$ cat config.mk
export PLATFORM = sky130hd
export DESIGN_NAME = ahblite_param_decoder
export DESIGN_NICKNAME = d
export VERILOG_FILES = /design/src/rtl/ahblite_param_decoder.sv
export SDC_FILE = /design/constraint.sdc
export NUM_CORES = 1
export LEC_CHECK = 0
export BUFFER_PORTS_ARGS = -buffer_cell sky130_fd_sc_hd__buf_2
export CAP_MARGIN = 15
export CORE_AREA = 4 4 138 140
export CTS_BUF_LIST = sky130_fd_sc_hd__clkbuf_4
export DETAILED_ROUTE_END_ITERATION = 12
export DIE_AREA = 0 0 142 144
export GPL_TIMING_DRIVEN = 0
export RECOVER_POWER = 25
export SETUP_SLACK_MARGIN = 0.2
export SLEW_MARGIN = 20
export SYNTH_ARGS = -nofsm -noshare
export SYNTH_HDL_FRONTEND = slang
export SYNTH_SLANG_ARGS = --single-unit
export TNS_END_PERCENT = 20
$ cat constraint.sdc
create_clock -name HCLK -period 2.5 [get_ports HCLK]
set_clock_uncertainty 0.05 [all_clocks]
set_input_delay 0.5 -clock HCLK [delete_from_list [all_inputs] [get_ports HCLK]]
set_output_delay 0.5 -clock HCLK [all_outputs]
set_load 0.01 [all_outputs]
$ cat src/rtl/ahblite_param_decoder.sv
// AHB-Lite address decoder with parameterised slave map, data-phase response mux
// and a built-in default slave that answers unmapped transfers with a two-cycle ERROR.
module ahblite_param_decoder #(
  parameter int                  NPORT   = 7,
  parameter logic [NPORT-1:0]    PORT_EN = '1,
  parameter logic [NPORT*16-1:0] BASE    = {16'h5002, 16'h5001, 16'h5000, 16'h4001,
                                            16'h4000, 16'h2000, 16'h0000},
  parameter logic [NPORT*16-1:0] LIMIT   = {16'h5002, 16'h5001, 16'h5000, 16'h4005,
                                            16'h4000, 16'h2000, 16'h0000}
) (
  input  logic                  HCLK,
  input  logic                  HRESET,
  input  logic [31:0]           HADDR,
  input  logic [1:0]            HTRANS,
  input  logic [NPORT-1:0]      HREADYOUT_S,
  input  logic [NPORT-1:0]      HRESP_S,
  input  logic [NPORT*32-1:0]   HRDATA_S,
  input  logic                  ERR_CLR,
  output logic [NPORT-1:0]      HSEL,
  output logic                  HREADY,
  output logic                  HRESP,
  output logic [31:0]           HRDATA,
  output logic                  DEC_ERR,
  output logic [31:0]           ERR_ADDR,
  output logic [7:0]            ERR_CNT
);

  localparam int IDX_W = (NPORT > 1) ? $clog2(NPORT) : 1;

  typedef enum logic [1:0] {
    S_IDLE = 2'd0,
    S_ERR1 = 2'd1,
    S_ERR2 = 2'd2
  } dflt_state_t;

  dflt_state_t      state;
  logic             dflt_ready;
  logic             dflt_resp;
  logic             dflt_p1;
  logic [IDX_W-1:0] dsel_p1;
  logic             hit_any;
  logic [IDX_W-1:0] hit_idx;
  logic             err_capture;
  logic             unused_htrans0;

  // Only HTRANS[1] distinguishes active transfers from IDLE/BUSY.
  assign unused_htrans0 = HTRANS[0];

  function automatic logic port_hit(input int k, input logic [15:0] a);
    port_hit = PORT_EN[k] && (a >= BASE[k*16 +: 16]) && (a <= LIMIT[k*16 +: 16]);
  endfunction

  function automatic logic [7:0] sat_inc(input logic [7:0] c);
    sat_inc = (c == 8'hFF) ? c : c + 8'd1;
  endfunction

  // Address phase: descending scan so the lowest-index hit is the one that sticks.
  always_comb begin
    hit_any = 1'b0;
    hit_idx = '0;
    for (int k = NPORT - 1; k >= 0; k--) begin
      if (port_hit(k, HADDR[31:16])) begin
        hit_any = 1'b1;
        hit_idx = IDX_W'(k);
      end
    end
  end

  always_comb begin
    HSEL = '0;
    for (int k = 0; k < NPORT; k++) begin
      HSEL[k] = hit_any && (hit_idx == IDX_W'(k));
    end
  end

  // Data phase: response mux driven by the registered selection.
  always_comb begin
    HREADY = dflt_ready;
    HRESP  = dflt_resp;
    HRDATA = '0;
    if (!dflt_p1) begin
      HREADY = 1'b1;
      HRESP  = 1'b0;
      for (int k = 0; k < NPORT; k++) begin
        if (dsel_p1 == IDX_W'(k)) begin
          HREADY = HREADYOUT_S[k];
          HRESP  = HRESP_S[k];
          HRDATA = HRDATA_S[k*32 +: 32];
        end
      end
    end
  end

  assign err_capture = HREADY && !hit_any && HTRANS[1];

  always_ff @(posedge HCLK or posedge HRESET) begin
    if (HRESET) begin
      state      <= S_IDLE;
      dflt_ready <= 1'b1;
      dflt_resp  <= 1'b0;
      dflt_p1    <= 1'b1;
      dsel_p1    <= '0;
      DEC_ERR    <= 1'b0;
      ERR_ADDR   <= '0;
      ERR_CNT    <= '0;
    end else begin
      if (HREADY) begin
        dflt_p1 <= !hit_any;
        dsel_p1 <= hit_idx;
      end

      case (state)
        S_IDLE: begin
          if (err_capture) begin
            state      <= S_ERR1;
            dflt_ready <= 1'b0;
            dflt_resp  <= 1'b1;
          end
        end
        S_ERR1: begin
          state      <= S_ERR2;
          dflt_ready <= 1'b1;
          dflt_resp  <= 1'b1;
        end
        S_ERR2: begin
          if (err_capture) begin
            state      <= S_ERR1;
            dflt_ready <= 1'b0;
            dflt_resp  <= 1'b1;
          end else begin
            state      <= S_IDLE;
            dflt_ready <= 1'b1;
            dflt_resp  <= 1'b0;
          end
        end
        default: begin
          state      <= S_IDLE;
          dflt_ready <= 1'b1;
          dflt_resp  <= 1'b0;
        end
      endcase

      DEC_ERR <= err_capture;
      // A capture on the same edge as a clear restarts the count at one.
      if (ERR_CLR) begin
        ERR_CNT  <= err_capture ? 8'd1 : 8'd0;
        ERR_ADDR <= err_capture ? HADDR : 32'h0;
      end else if (err_capture) begin
        ERR_CNT  <= sat_inc(ERR_CNT);
        ERR_ADDR <= HADDR;
      end
    end
  end

endmodule

# Yosys cells after proc, flatten, opt, wreduce, memory -nomap -nowiden
# Index checks and enable logic that the tools add are counted.
[word_totals]
elab_cells = 116
regBits = 49
in_bits = 275
out_inout_bits = 82
[classes]
mux = 54
n_eq_ne = 17
reduce_logical = 22
n_addsub = 1
order_cmp = 14
[ops]
columns = ["cell", "count"]
rows = [
  ["$mux 32", 11],
  ["$ge 16x15->1 const B", 5],
  ["$le 16x15->1 const B", 5],
  ["$mux 1", 29],
  ["$mux 8", 3],
  ["$mux 3", 7],
  ["$eq 3x3->1 const B", 6],
  ["$ge 16x1->1 const B", 1],
  ["$ge 16x14->1 const B", 1],
  ["$le 16x1->1 const B", 1],
  ["$le 16x14->1 const B", 1],
  ["$logic_and 1x1->1", 16],
  ["$eq 3x2->1 const B", 4],
  ["$add 8x1->8 const B", 1],
  ["$eq 8x8->1 const B", 1],
  ["$eq 3x1->1 const B", 2],
  ["$logic_not 3->1", 2],
  ["$pmux 2 s3", 1],
  ["$ne 2x2->1 const B", 2],
  ["$pmux 1 s3", 1],
  ["$eq 2x1->1 const B", 1],
  ["$eq 2x2->1 const B", 1],
  ["$logic_not 2->1", 1],
  ["$mux 2", 1],
  ["4 further kinds", 4],
]

# Longest topological paths before layout
[depth]
word_depth = 14
ltp_mapped = 9
ltp_nobuf = 7

# Least setup slack after synthesis
# OpenSTA, ideal clock, no wires.
[synth_path]
kind = "input -> output"
from = "input HADDR[20]"
to = "output HSEL[5]"
n_path_buf = 0
path_slack_ns = 0.047
cell_stages = 4
required_ns = 1.950
t_arrival_ns = 1.903
path_cell_list = "nor4_1 nand3_1 or4_1 nor3b_1"
[synth_via]
elab_chain_cells = 11
elab_cells_between_ends = 37
cone_classes = "14 x order compare; 1 x eq/ne; 14 x mux; 8 x reduce/logical"
[synth_rtl]
columns = ["element", "line_no", "rtl"]
rows = [
  ["start: declaration", "13", "input logic [31:0] HADDR,"],
  ["$ge 16x15->1 or $le 16x15->1 (tied branches)", "50", "port_hit = PORT_EN[k] && (a >= BASE[k*16 +: 16]) && (a <= LIMIT[k*16 +: 16]);"],
  ["$logic_and 1x1->1", "50", ""],
  ["$mux 3 (7 in a row)", "62", "if (port_hit(k, HADDR[31:16])) begin"],
  ["$eq 3x3->1", "72", "HSEL[k] = hit_any && (hit_idx == IDX_W'(k));"],
  ["$logic_and 1x1->1 (*)", "72", ""],
  ["end: declaration", "19", "output logic [NPORT-1:0] HSEL,"],
]
# Every way passes the cells marked *; elsewhere a longest branch is shown, timed or not.

# Worst setup path after layout
[layout_path]
from = "register dsel_p1[1]"
to = "output HRDATA[28]"
[layout_via]
elab_chain_cells = 9
elab_cells_between_ends = 15
cone_classes = "6 x eq/ne; 8 x mux; 1 x reduce/logical"
[layout_rtl]
columns = ["element", "line_no", "rtl"]
rows = [
  ["start: declaration", "40", "logic [IDX_W-1:0] dsel_p1;"],
  ["start signal: assignment", "109", "dsel_p1 <= hit_idx;"],
  ["$logic_not 3->1", "85", "if (dsel_p1 == IDX_W'(k)) begin"],
  ["$mux 32 (6 in a row)", "85", ""],
  ["$mux 32 (*)", "85", ""],
  ["$mux 32 (*)", "81", "if (!dflt_p1) begin"],
  ["end: declaration", "22", "output logic [31:0] HRDATA,"],
]
# Marked as above.

==> results.py <==
metrics = {
    "run_status": {
        "status": "finished with violations",
        "violations": "setup timing",
    },
    "worst_setup_path": {
        "worst_setup_path_end_kind": "output port",
        "crit_path_start_kind": "flop",
        "timing.rr.start": "dsel_p1[1]$_DFFE_PP0N_",
        "r2r_setup_slack_ps": 60,
        "timing.critical_path.max_delay_family": "compound AO/OA/AOI/OAI gates",
        "worst-path-max-fanout": 10,
        "worst_r2r_path_depth": 9,
        "worst_path_buffer_plus_inverter_count": 3,
        "crit_arrival_ps": 2120,
        "crit_type": "reg2out",
        "crit_chain": "buf_6 > buf_8 > mux2i_4 > nor2_1 > a21oi_2 > o211ai_1 > o211a_1 > buf_2",
        "critical-path-slowest-cell": "dfrtp_1",
        "cp_slowest_stage_delay_ps": 440,
        "timing.critical_path.required_ps": 1950,
        "worst_r2r_endpoint": "ERR_ADDR[23]$_DFFE_PP0P_",
    },
    "drt": {
        "drt_iter0_drc": 305,
        "drc": 0,
        "dr_total_vias": 5972,
        "drt.antenna.violating_nets": 0,
        "routed_wire_length_per_instance_um": 20.4,
        "avgViaCountPerCell": 5.13,
        "detailedRoute.firstPassIterationCount": 5,
        "totalWireLength_um": 23800,
    },
    "yosys": {
        "synthesis.nets": 825,
        "synth_edf_count": 0,
        "synth_cell_type_count": 52,
        "synthesis.instances": 549,
        "synth-seq-area-share_pct": 26.7,
        "synthesis.area_mm2": 0.00460,
        "post_synth.cell_area_avg_um2": 8.37,
        "ys.warnings.count": 0,
        "synthArstFlopShare_pct": 100,
        "synth_ff_type": "dfrtp_1",
        "synth_seq_cells": 49,
    },
    "cells_and_area": {
        "final_layout_size_suffix_gt1_share_pct": 52.6,
        "layout_common_cells": "346 x buf_2, 48 x nor2_1, 46 x dfrtp_1",
        "multiInputGateArea_mm2": 0.00325,
        "final_common_cell": "buf_2",
        "fillCellCount": 1822,
        "final_net_count": 1209,
        "syn2layout_area_growth_pct": 63.3,
        "area_occupied_by_registers_mm2": 0.00123,
        "finish.utilization_pct": 42.1,
    },
    "sta": {
        "drv_slew": 0,
        "tightestPinTransition_ps": 1350,
        "setup_viol_count_final": 34,
        "achievable-frequency_mhz": 375,
        "final.min_clock_period_ps": 2670,
        "timing.final.crit_share_pct": 107,
        "maxSlewHeadroom_pct": 9.74,
        "grt_setup_unrepaired": "yes",
        "hold_ws_ps": 163,
        "worst_slack_ps": -168,
        "hold_viol_final": 0,
    },
    "hold_path": {
        "hp-class": "in2async",
    },
    "clock_tree": {
        "root_buffer": "clkbuf_4",
        "htree_num_levels": 2,
        "clock_sinks": 49,
        "clkSlewWorstSetupHoldPaths_ps": 140,
        "clk_latency_ps": 380,
        "clock_tree.buffer_depth": 2,
        "cts_tree": "done",
        "cts_inserted_buffers": 5,
    },
    "grt": {
        "grt.total_usage_pct": 20.7,
        "globalRouteOverflowTotal": 0,
        "antenna_found_initial": 4,
        "vias_in_the_first_global_route": 5752,
        "global_route_wire_length_before_repair_um": 33100,
        "grt_start_max_net_pins": 32,
    },
    "floorplanning": {
        "die_height_um": 144,
        "initial_core_util_pct": 25.8,
        "design.core.area_mm2": 0.0178,
        "num_io_pins": 357,
        "floorplan.rows": 49,
        "die-area_mm2": 0.0204,
        "die_w_um": 142,
    },
    "power_and_ir_drop": {
        "p_per_area_mw_per_mm2": 460,
        "power.ir.vdd_worst_mv": 0.421,
        "power_after_layout_mw": 3.45,
        "leakage_nw": 3.87,
    },
    "run": {
        "max_cap_viols": 0,
    },
    "placement": {
        "place_congestion": 0.967,
        "io_buffer_count": 353,
        "dpl.hpwl_um": 18900,
        "dp_worst_setup_slack_ps": -717,
    },
}
## stage by stage
step | area (um2) | std cells | setup TNS, ps
2_1_floorplan | 4630 | 549 | 0
6_report | 7500 | 1164 | -3360
5_1_grt | 7500 | 1164 | -10090
3_3_place_gp | 6680 | 1131 | -22370
3_5_place_dp | 6700 | 1132 | -22970
4_1_cts | 7180 | 1152 | -5470
## layer usage
metal	vias up	track usage, %	part of all wire, %
met3	28	4.89	9.0
met1	2853	24.8	37
met5	-	0	0.11
met4	4	4.44	1.9
met2	278	37.6	52
li1	2809	-	-
## power by group
group	internal (mW)	switching, mW
sequential	1.00	0.124
clock	0.135	0.267
combinational	1.02	0.906
total	2.16	1.30
## area by class of cell
class                      count  area share, %
multi-input combinational    437           43.3
tap                          229           3.82
buffer                        52           6.60
clock inverter                 1          0.117
inverter                      10          0.517
antenna                        1         0.0333
clock buffer                   7          0.700
sequential                    49           16.4
timing repair buffer         378           28.5
## registers in the layout, indices dropped and copies added (netlist names)
register / flops
state: 2
dflt_resp: 1
ERR_CNT: 8
dflt_ready: 1
dflt_p1: 1
dsel_p1: 3
DEC_ERR: 1
ERR_ADDR: 32
## synthesized netlist by cell type (7+ instances only)
cell      number  share of area (%)
a21oi_1       35                3.8
a22o_1        33                6.3
buf_2          7               0.76
clkbuf_1      37                3.0
dfrtp_1       47                 26
inv_1          8               0.65
mux2_2         8                2.0
mux2_4        24                7.8
mux2i_1       36                7.8
nand2_1       45                3.7
nor2_1        50                4.1
nor2b_1       38                5.2
nor3_1         8               0.87
o211a_1       32                7.0
o211ai_1      33                5.4
o21ai_0       37                4.0
## cells by family after synthesis
group / synth area share (%)
AO/OA/AOI/OAI: 30.3
AND/OR/NAND/NOR: 18.9
adder cells (fa/ha/maj): 0.272
flip-flops: 26.7
multiplexers: 17.9
buffers and inverters: 5.91
## repair_timing
item | 4_1_cts | 5_1_grt
resized for setup | 93 | 55
hold buffers | 0 | 0
setup endpoints to repair | 64 | 76
gates cloned | 1 | 5
pin swaps | 18 | 2
buffers inserted | 11 | 7
## worst max-delay path by stage
| stage | cells past startpoint | startpoint | endpoint |
|---|---|---|---|
| floorplan | 4 | HADDR[17] | HSEL[0] |
| global route | 8 | dsel_p1[2]$_DFFE_PP0N_ | HRESP |
| global placement | 6 | dsel_p1[1]$_DFFE_PP0N_ | HRDATA[6] |
| detailed placement | 6 | dsel_p1[1]$_DFFE_PP0N_ | HRDATA[29] |
| finish | 8 | dsel_p1[1]$_DFFE_PP0N_ | HRDATA[28] |
| CTS | 9 | dsel_p1[2]$_DFFE_PP0N_ | HRDATA[28] |
(Power assumes the default switching activity.)
